--- src/rtl/cpu_pipe_pkg.sv ---
// cpu_pipe_pkg
// Shared definitions for the pipeline hazard/forwarding control slice.
//   FWD_RF / FWD_MEM / FWD_WB : EX operand-source encodings
//   REG_X0                    : the hard-wired zero register
//   sb_entry_t                : one scoreboard stage entry
//   sb_writes()               : "entry writes register r" test (x0 never matches)
//   fwd_pick()                : nearest-producer forwarding select
package cpu_pipe_pkg;

  // Scoreboard entries store rd zero-extended to this width, so the
  // controller supports register-address widths up to 8 bits.
  localparam int SB_RD_W = 8;

  localparam logic [1:0] FWD_RF  = 2'b00;
  localparam logic [1:0] FWD_MEM = 2'b01;
  localparam logic [1:0] FWD_WB  = 2'b10;

  localparam logic [SB_RD_W-1:0] REG_X0 = '0;

  typedef struct packed {
    logic               valid;
    logic [SB_RD_W-1:0] rd;
    logic               reg_write;
    logic               mem_read;
  } sb_entry_t;

  function automatic logic sb_writes(sb_entry_t e, logic [SB_RD_W-1:0] r);
    return e.valid && e.reg_write && (e.rd == r) && (r != REG_X0);
  endfunction

  // The youngest producer wins: EX/MEM result before MEM/WB result.
  function automatic logic [1:0] fwd_pick(logic ex_wr, logic mem_wr);
    if (ex_wr)  return FWD_MEM;
    if (mem_wr) return FWD_WB;
    return FWD_RF;
  endfunction

endpackage

--- src/rtl/cpu_pipe_ctrl_scoreboard.sv ---
// pipe_scoreboard
// Three-entry (EX, MEM, WB) shift register of in-flight destination
// registers, with per-stage "writes rs1/rs2" match outputs.
//   clk, rst            : clock, synchronous active-high reset
//   freeze              : hold every entry (variable-latency memory wait)
//   bubble              : load an invalid entry into EX instead of ID
//   id_*                : fields of the instruction currently in ID
//   rs1, rs2            : registers to match against every stage
//   ex/mem/wb_valid     : entry valid bits
//   ex_mem_read         : EX entry is a load
//   <stage>_wr_rs1/rs2  : stage entry writes the queried register
module pipe_scoreboard
  import cpu_pipe_pkg::*;
#(
  parameter int REG_AW = 5
) (
  input  logic              clk,
  input  logic              rst,
  input  logic              freeze,
  input  logic              bubble,
  input  logic              id_valid,
  input  logic [REG_AW-1:0] id_rd,
  input  logic              id_reg_write,
  input  logic              id_mem_read,
  input  logic [REG_AW-1:0] rs1,
  input  logic [REG_AW-1:0] rs2,
  output logic              ex_valid,
  output logic              mem_valid,
  output logic              wb_valid,
  output logic              ex_mem_read,
  output logic              ex_wr_rs1,
  output logic              ex_wr_rs2,
  output logic              mem_wr_rs1,
  output logic              mem_wr_rs2,
  output logic              wb_wr_rs1,
  output logic              wb_wr_rs2
);

  sb_entry_t id_e;
  sb_entry_t ex_q;
  sb_entry_t mem_q;
  sb_entry_t wb_q;

  logic [SB_RD_W-1:0] rs1_x;
  logic [SB_RD_W-1:0] rs2_x;

  always_comb begin
    id_e           = '0;
    id_e.valid     = id_valid;
    id_e.rd        = SB_RD_W'(id_rd);
    id_e.reg_write = id_reg_write;
    id_e.mem_read  = id_mem_read;
  end

  assign rs1_x = SB_RD_W'(rs1);
  assign rs2_x = SB_RD_W'(rs2);

  always_ff @(posedge clk) begin
    if (rst) begin
      ex_q  <= '0;
      mem_q <= '0;
      wb_q  <= '0;
    end else if (!freeze) begin
      ex_q  <= bubble ? '0 : id_e;
      mem_q <= ex_q;
      wb_q  <= mem_q;
    end
  end

  assign ex_valid    = ex_q.valid;
  assign mem_valid   = mem_q.valid;
  assign wb_valid    = wb_q.valid;
  assign ex_mem_read = ex_q.mem_read;

  assign ex_wr_rs1  = sb_writes(ex_q,  rs1_x);
  assign ex_wr_rs2  = sb_writes(ex_q,  rs2_x);
  assign mem_wr_rs1 = sb_writes(mem_q, rs1_x);
  assign mem_wr_rs2 = sb_writes(mem_q, rs2_x);
  assign wb_wr_rs1  = sb_writes(wb_q,  rs1_x);
  assign wb_wr_rs2  = sb_writes(wb_q,  rs2_x);

endmodule

--- src/rtl/cpu_pipe_ctrl.sv ---
// cpu_pipe_ctrl
// Hazard and pipeline-control unit for the IF/ID/EX/MEM/WB core.
//   clk, rst                     : clock, synchronous active-high reset
//   id_*                         : instruction currently in ID
//   ex_branch_taken              : EX resolved a taken branch/jump
//   mem_req, mem_ready           : MEM access in progress / completing
//   stall_if, stall_id           : hold PC / hold IF/ID
//   bubble_ex                    : load a NOP into ID/EX
//   flush_if_id                  : invalidate IF/ID
//   hold_mem                     : freeze EX/MEM and MEM/WB
//   fwd_a, fwd_b                 : registered EX operand selects
//   ex_valid, mem_valid, wb_valid: scoreboard valid bits
//   perf_stall_cnt/flush_cnt     : saturating event counters
// Control priority: memory wait > taken branch > data hazard > none.
// FWD_EN=1 interlocks only on load-use; FWD_EN=0 interlocks on any
// in-flight producer, since the register file is not write-through.
module cpu_pipe_ctrl
  import cpu_pipe_pkg::*;
#(
  parameter int REG_AW = 5,
  parameter int FWD_EN = 1,
  parameter int CNT_W  = 32
) (
  input  logic              clk,
  input  logic              rst,
  input  logic              id_valid,
  input  logic [REG_AW-1:0] id_rs1,
  input  logic [REG_AW-1:0] id_rs2,
  input  logic              id_uses_rs1,
  input  logic              id_uses_rs2,
  input  logic [REG_AW-1:0] id_rd,
  input  logic              id_reg_write,
  input  logic              id_mem_read,
  input  logic              ex_branch_taken,
  input  logic              mem_req,
  input  logic              mem_ready,
  output logic              stall_if,
  output logic              stall_id,
  output logic              bubble_ex,
  output logic              flush_if_id,
  output logic              hold_mem,
  output logic [1:0]        fwd_a,
  output logic [1:0]        fwd_b,
  output logic              ex_valid,
  output logic              mem_valid,
  output logic              wb_valid,
  output logic [CNT_W-1:0]  perf_stall_cnt,
  output logic [CNT_W-1:0]  perf_flush_cnt
);

  logic mem_wait;
  logic ex_mem_read;
  logic ex_wr_rs1, ex_wr_rs2;
  logic mem_wr_rs1, mem_wr_rs2;
  logic wb_wr_rs1, wb_wr_rs2;
  logic haz_rs1, haz_rs2, data_haz;

  assign mem_wait = mem_req & ~mem_ready;

  pipe_scoreboard #(.REG_AW(REG_AW)) u_sb (
    .clk          (clk),
    .rst          (rst),
    .freeze       (mem_wait),
    .bubble       (bubble_ex),
    .id_valid     (id_valid),
    .id_rd        (id_rd),
    .id_reg_write (id_reg_write),
    .id_mem_read  (id_mem_read),
    .rs1          (id_rs1),
    .rs2          (id_rs2),
    .ex_valid     (ex_valid),
    .mem_valid    (mem_valid),
    .wb_valid     (wb_valid),
    .ex_mem_read  (ex_mem_read),
    .ex_wr_rs1    (ex_wr_rs1),
    .ex_wr_rs2    (ex_wr_rs2),
    .mem_wr_rs1   (mem_wr_rs1),
    .mem_wr_rs2   (mem_wr_rs2),
    .wb_wr_rs1    (wb_wr_rs1),
    .wb_wr_rs2    (wb_wr_rs2)
  );

  // With forwarding only a load still in EX cannot supply its result in
  // time; without it any producer not yet retired blocks the reader.
  assign haz_rs1 = id_uses_rs1 & ((FWD_EN != 0) ? (ex_wr_rs1 & ex_mem_read)
                                                : (ex_wr_rs1 | mem_wr_rs1 | wb_wr_rs1));
  assign haz_rs2 = id_uses_rs2 & ((FWD_EN != 0) ? (ex_wr_rs2 & ex_mem_read)
                                                : (ex_wr_rs2 | mem_wr_rs2 | wb_wr_rs2));
  assign data_haz = id_valid & (haz_rs1 | haz_rs2);

  always_comb begin
    stall_if    = 1'b0;
    stall_id    = 1'b0;
    bubble_ex   = 1'b0;
    flush_if_id = 1'b0;
    hold_mem    = 1'b0;
    if (!rst) begin
      if (mem_wait) begin
        // Whole pipe frozen; a taken branch stays in EX until release.
        hold_mem = 1'b1;
        stall_if = 1'b1;
        stall_id = 1'b1;
      end else if (ex_branch_taken) begin
        // PC must load the target, so no stall; the ID instruction is
        // squashed along with any hazard it raised.
        flush_if_id = 1'b1;
        bubble_ex   = 1'b1;
      end else if (data_haz) begin
        stall_if  = 1'b1;
        stall_id  = 1'b1;
        bubble_ex = 1'b1;
      end
    end
  end

  if (FWD_EN != 0) begin : g_fwd
    logic [1:0] fwd_a_q;
    logic [1:0] fwd_b_q;
    always_ff @(posedge clk) begin
      if (rst) begin
        fwd_a_q <= FWD_RF;
        fwd_b_q <= FWD_RF;
      end else if (!mem_wait) begin
        fwd_a_q <= bubble_ex ? FWD_RF : fwd_pick(ex_wr_rs1, mem_wr_rs1);
        fwd_b_q <= bubble_ex ? FWD_RF : fwd_pick(ex_wr_rs2, mem_wr_rs2);
      end
    end
    assign fwd_a = fwd_a_q;
    assign fwd_b = fwd_b_q;
  end else begin : g_no_fwd
    assign fwd_a = FWD_RF;
    assign fwd_b = FWD_RF;
  end

  // stall_id is high exactly on data-hazard and memory-wait cycles.
  always_ff @(posedge clk) begin
    if (rst) begin
      perf_stall_cnt <= '0;
      perf_flush_cnt <= '0;
    end else begin
      if (stall_id && (perf_stall_cnt != {CNT_W{1'b1}}))
        perf_stall_cnt <= perf_stall_cnt + CNT_W'(1);
      if (flush_if_id && (perf_flush_cnt != {CNT_W{1'b1}}))
        perf_flush_cnt <= perf_flush_cnt + CNT_W'(1);
    end
  end

endmodule

--- config.mk ---
export PLATFORM = sky130hd
export DESIGN_NAME = cpu_pipe_ctrl
export DESIGN_NICKNAME = d
export VERILOG_FILES = /design/src/rtl/cpu_pipe_pkg.sv /design/src/rtl/cpu_pipe_ctrl_scoreboard.sv /design/src/rtl/cpu_pipe_ctrl.sv
export SDC_FILE = /design/constraint.sdc
export NUM_CORES = 1
export LEC_CHECK = 0
export ABC_AREA = 1
export BUFFER_PORTS_ARGS = -buffer_cell sky130_fd_sc_hd__buf_2
export CAP_MARGIN = 40
export CORE_MARGIN = 4
export CORE_UTILIZATION = 40
export CTS_CLUSTER_SIZE = 30
export DETAILED_ROUTE_END_ITERATION = 12
export PLACE_DENSITY_LB_ADDON = 0.12
export SLEW_MARGIN = 20
export SYNTH_ARGS = -nofsm -noshare
export SYNTH_HDL_FRONTEND = slang
export SYNTH_SLANG_ARGS = --single-unit
--- constraint.sdc ---
create_clock -name clk -period 1.7 [get_ports clk]
set_input_delay 0.17 -clock clk [delete_from_list [all_inputs] [get_ports clk]]
set_output_delay 0.17 -clock clk [all_outputs]
set_load 0.005 [all_outputs]
**Word-level counts from Yosys, hierarchy flattened**

Index checks and enable logic that the tools add are counted.

- Register bits after elaboration: 90
- Input bits: 25
- Output and inout bits: 76
- Logic and storage cells: 79

- $add $sub $neg: 2
- Equal/unequal tests: 6
- Multiplexer cells: 37
- Bitwise logic cells: 8
- Reduce and logical (&&, ||, !) cells: 14

Operators by type and width:

| kind | count |
|---|---|
| $add A32 B1 Y32 const B | 2 |
| $ne A32 B32 Y1 const B | 2 |
| $eq A8 B5 Y1 | 4 |
| $mux W1 | 26 |
| $mux W2 | 10 |
| $reduce_bool A8 Y1 | 2 |
| $logic_and A1 B1 Y1 | 12 |
| $mux W11 | 1 |
| $and A1 B1 Y1 | 6 |
| $not A1 Y1 | 1 |
| $or A1 B1 Y1 | 1 |

**Logic depth before layout (Yosys ltp)**

- Word-level depth: 12
- Mapped depth: 13
- Mapped depth without buffers: 13

**Cells and area by module**

Synthesis repeated with hierarchy kept, for this count alone.

- Cell total of the unflattened synthesis: 961
- Area total of the unflattened synthesis: 5,824.3 um^2

By module, submodules not included:

| module | times used | cells each | area each (um^2) | seq. area each (um^2) |
|---|---|---|---|---|
| cpu_pipe_ctrl | 1 | 728 | 4,404.2 | 1,361.3 |
| pipe_scoreboard | 1 | 233 | 1,420.1 | 440.4 |

**Worst setup path before layout**

Ideal clock, no wire load.

- Kind: register -> register
- Start: reg perf_flush_cnt[0]
- End: reg perf_flush_cnt[16]
- Setup time: 69 ps
- Arrival time: 1,634 ps
- Required time: 1,631 ps
- Setup slack: -4 ps
- Stages on the path, launching flop included: 12
- Buffers on the path: 2
- Period minus slack after synthesis: 1,704 ps
- Cells stage by stage: dfxtp_1 ha_1 inv_1 nor2_1 nand2_2 nor2_2 nand2_1 nand2_2 buf_8 buf_12 nand2_1 a21oi_2

- Cells in the longest elaborated chain, start to end: 2

Ends and longest elaborated chain:

| item | RTL line | source |
|---|---|---|
| start: declaration | cpu_pipe_ctrl.sv:48 | `output logic [CNT_W-1:0] perf_flush_cnt` |
| start signal: assignment | cpu_pipe_ctrl.sv:144 | `perf_flush_cnt <= perf_flush_cnt + CNT_W'(1);` |
| branches (longest 2 deep; another with $add A32 B1 Y32) | - |  |

Parallel ways; which one is timed is not known.
A chain may end at the register's enable or synchronous reset.

**Worst setup path in the final report**

- Start: reg u_sb.ex_q[1] in the netlist's numbering
- End: out stall_id

- Cells in the longest elaborated chain, start to end: 11

Ends and longest elaborated chain:

| item | RTL line | source |
|---|---|---|
| start: declaration | cpu_pipe_ctrl_scoreboard.sv:40 | `sb_entry_t ex_q;` |
| start signal: assignment | cpu_pipe_ctrl_scoreboard.sv:64 | `ex_q <= bubble ? '0 : id_e;` |
| $logic_and A1 B1 Y1 * | cpu_pipe_pkg.sv:28 | `return e.valid && e.reg_write && (e.rd == r) && (r != REG_X0);` |
| $logic_and A1 B1 Y1 (2 in a row) | cpu_pipe_pkg.sv:28 |  |
| $and A1 B1 Y1, on equally long branches (2 in a row) | cpu_pipe_ctrl.sv:85, cpu_pipe_ctrl.sv:87 |  |
| $or A1 B1 Y1 * | cpu_pipe_ctrl.sv:89 | `assign data_haz = id_valid & (haz_rs1 \| haz_rs2);` |
| $and A1 B1 Y1 * | cpu_pipe_ctrl.sv:89 |  |
| $mux W1 * | cpu_pipe_ctrl.sv:108 | `end else if (data_haz) begin` |
| $mux W1 * | cpu_pipe_ctrl.sv:103 | `end else if (ex_branch_taken) begin` |
| $mux W1 * | cpu_pipe_ctrl.sv:98 | `if (mem_wait) begin` |
| $mux W1 * | cpu_pipe_ctrl.sv:97 | `if (!rst) begin` |
| end: declaration | cpu_pipe_ctrl.sv:38 | `output logic stall_id,` |

Mark *: on every way between the ends. The rest lies on a longest branch, timed or not.

==> qor.yml <==
run_status:
  status: "complete, but fails checks"
  violations: "negative setup slack"
yosys:
  ys_types: 37
  synthMostInstantiatedCell: "nand2_1"
  syn_inst: 779
  synthArstFlopShare_pct: 0
  synth-main-ff-cell: "dfxtp_1"
  synth_edf_count: 0
  synth_common_cells: "222 x nand2_1, 85 x nor2_1, 84 x dfxtp_1"
  synth_top_cell_area_share_pct: 32.9
  ys_top_cells_by_area: "dfxtp_1 33%, nand2_1 16%, nor2_1 6.2%, nand3_1 6.1%, a21oi_1 5.6%"
  syn_area_per_cell_um2: 6.57
  yosys_register_bits: 84
  syn_area_um2: 5120
  synth.net_count: 806
  synth_area_leader_cell: "dfxtp_1"
  yosysSeqAreaShare_pct: 32.9
  yosysWarningCount: 0
timing:
  finalCriticalPeriod_ps: 1860
  setup_viol: 41
  worst_pin_slew_ps: 360
  setup_slack_ps: -159
  rsz0062_at_grt: "yes"
  fin_crit_sh_pct: 109
  fmax_mhz: 538
  maxSlewViolCount: 0
  holdWs_ps: 80.6
  hold_violations: 0
  slew_headroom_pct: 75.9
  clock_skew_ps: 5.64
route:
  routed_wl_um: 17600
  highest_layer: "met4"
  routed-wl-met2_um: 8650
  drt-vias-per-instance: 5.12
  routedWlPerCell_um: 14.9
  ant_nets: 0
  vias: 6064
  first_pass_iters: 6
  dr_wl_met3_um: 910
  drc_errors: 0
  drt_iter0_drc: 397
  drt-met1-wl_um: 7670
global_routing:
  first_global_vias: 5562
  grtUsageTotal_pct: 22.8
  grt_pass1_wl_um: 26900
  grt_overflow: 0
  grt_max_degree: 26
  antenna_found_initial: 0
place:
  gp_congestion: 0.957
  hpwl_um: 12400
  place_area_um2: 6520
  port_buffers: 100
setup_path:
  worstPathArrival_ps: 1690
  reg2regPathDepth: 13
  path_cells: "nand2_2, a21oi_2, nand2_1, nor2_4, nand3_2, nand2_2, nand3_2, nand2_4, buf_12, buf_6"
  crit_type: "reg2out"
  slowest_delay_ps: 340
  crit_fanout: 3
  cp_slowest_cell: "dfxtp_2"
  end_kind: "primary output"
  start_kind: "register"
  required_ps: 1530
die:
  die_w_um: 121
  ios: 101
  rows: 41
  die_h_um: 121
  core_area_um2: 12600
  die-area_um2: 14700
  start_util_pct: 40.7
final_layout:
  design_area_um2: 7740
  n_fill_cell: 1130
  final_nets: 1034
  drive_gt1_share_pct: 41.8
  antenna_cells: 0
  area_delta_synth_final_pct: 51.3
clock_tree:
  clock_latency_ps: 350
  cts_tree: "yes"
  numClockSinks: 84
  cts_buffer_depth: 2
  root_buffer: "clkbuf_16"
  htree_levels: 3
  cts-buffers-inserted: 9
  path_clk_slew_ps: 60
  ctsHoldBuffers: 0
power:
  p_leak_nw: 3.49
  p_per_area_nw_per_um2: 581
  vdd_ir_drop_max_v: 0.000545
min_path:
  min_path_type: "in2reg"
  min_path_cells: 3
flow_run:
  cap_violations: 0
==> critical path, delay by kind of cell, from the launching register on <==
family | cells | cell delay [ps]
DFF | 1 | 340
buffers and inverters | 2 | 210
and+or+nand+nor | 7 | 710
AOI/OAI and AO/OA | 1 | 90
==> layout make-up <==
type	instances	area, µm²	share of cell area, %
clock inverter	4	47.5	0.614
tap	172	215	2.78
clock buffer	12	256	3.31
multi-input combinational	597	3440	44.4
timing repair buffer	242	1760	22.7
inverter	73	282	3.64
sequential	84	1740	22.5
==> repair_timing <==
action | in CTS | in global routing
cloned | 2 | 2
setup endpoints to repair | 67 | 77
pin swaps | 23 | 45
setup buffers | 17 | 15
resized for setup | 62 | 114
==> cell families after synthesis <==
logic type,count (synthesis),synth area share (%)
DFF,84,32.9
and+or+nand+nor,444,38.3
xor gates and xnor gates,48,8.22
buffers and inverters,98,8.71
AOI/OAI and AO/OA,103,11.4
adders and majority gates,2,0.489
==> routing by layer <==
layer / global-route usage (%) / vias to the layer above
met2: 38.5 / 194
li1: - / 2983
met5: 0 / -
met4: 7.93 / 0
met3: 3.64 / 38
met1: 29.6 / 2849
==> stage by stage <==
step	utilization, %	power (mW)	worst slack (ps)	std cells	TNS, ps
final	61.6	4.50	-159	1184	-2500
after floorplan	-	2.24	31.2	779	0
after global placement	51.8	2.37	-68.3	1133	-1490
after detailed placement	51.8	2.38	-137	1133	-3080
after CTS	57.4	4.50	-95.4	1168	-1010
after global routing	61.6	4.66	-235	1184	-6660
==> placed cells by master (no fill, tap or decap), types with 25 or more instances in the layout <==
master,count
a21oi_1,49
buf_4,123
dfxtp_1,52
nand3_1,55
dfxtp_2,25
nand2_2,27
inv_1,59
nand2_1,201
nor2_1,61
buf_2,97
==> power breakdown <==
part | total, mW | switching, mW | internal [mW]
registers | 2.02 | 0.0282 | 1.99
logic | 0.411 | 0.230 | 0.180
clock network | 2.07 | 0.854 | 1.22
==> registers in the layout, indices dropped and copies added (netlist names) <==
register / flops
u_sb.ex_valid: 1
fwd_a: 2
perf_stall_cnt: 32
u_sb.wb_valid: 1
u_sb.ex_mem_read: 1
fwd_b: 2
u_sb.mem_valid: 1
perf_flush_cnt: 32
u_sb.ex_q: 6
u_sb.mem_q: 6
==> path summary, 6_finish.rpt <==
path               startpoint          endpoint  slack (ps)
min reg2reg  u_sb.ex_mem_read  u_sb.ex_mem_read         470
max              u_sb.ex_q[1]          stall_id        -160
min                  id_rd[0]      u_sb.ex_q[2]          80
max reg2reg      u_sb.ex_q[1]          fwd_b[0]        -140
No activity file was read; power rests on OpenSTA's default activity.
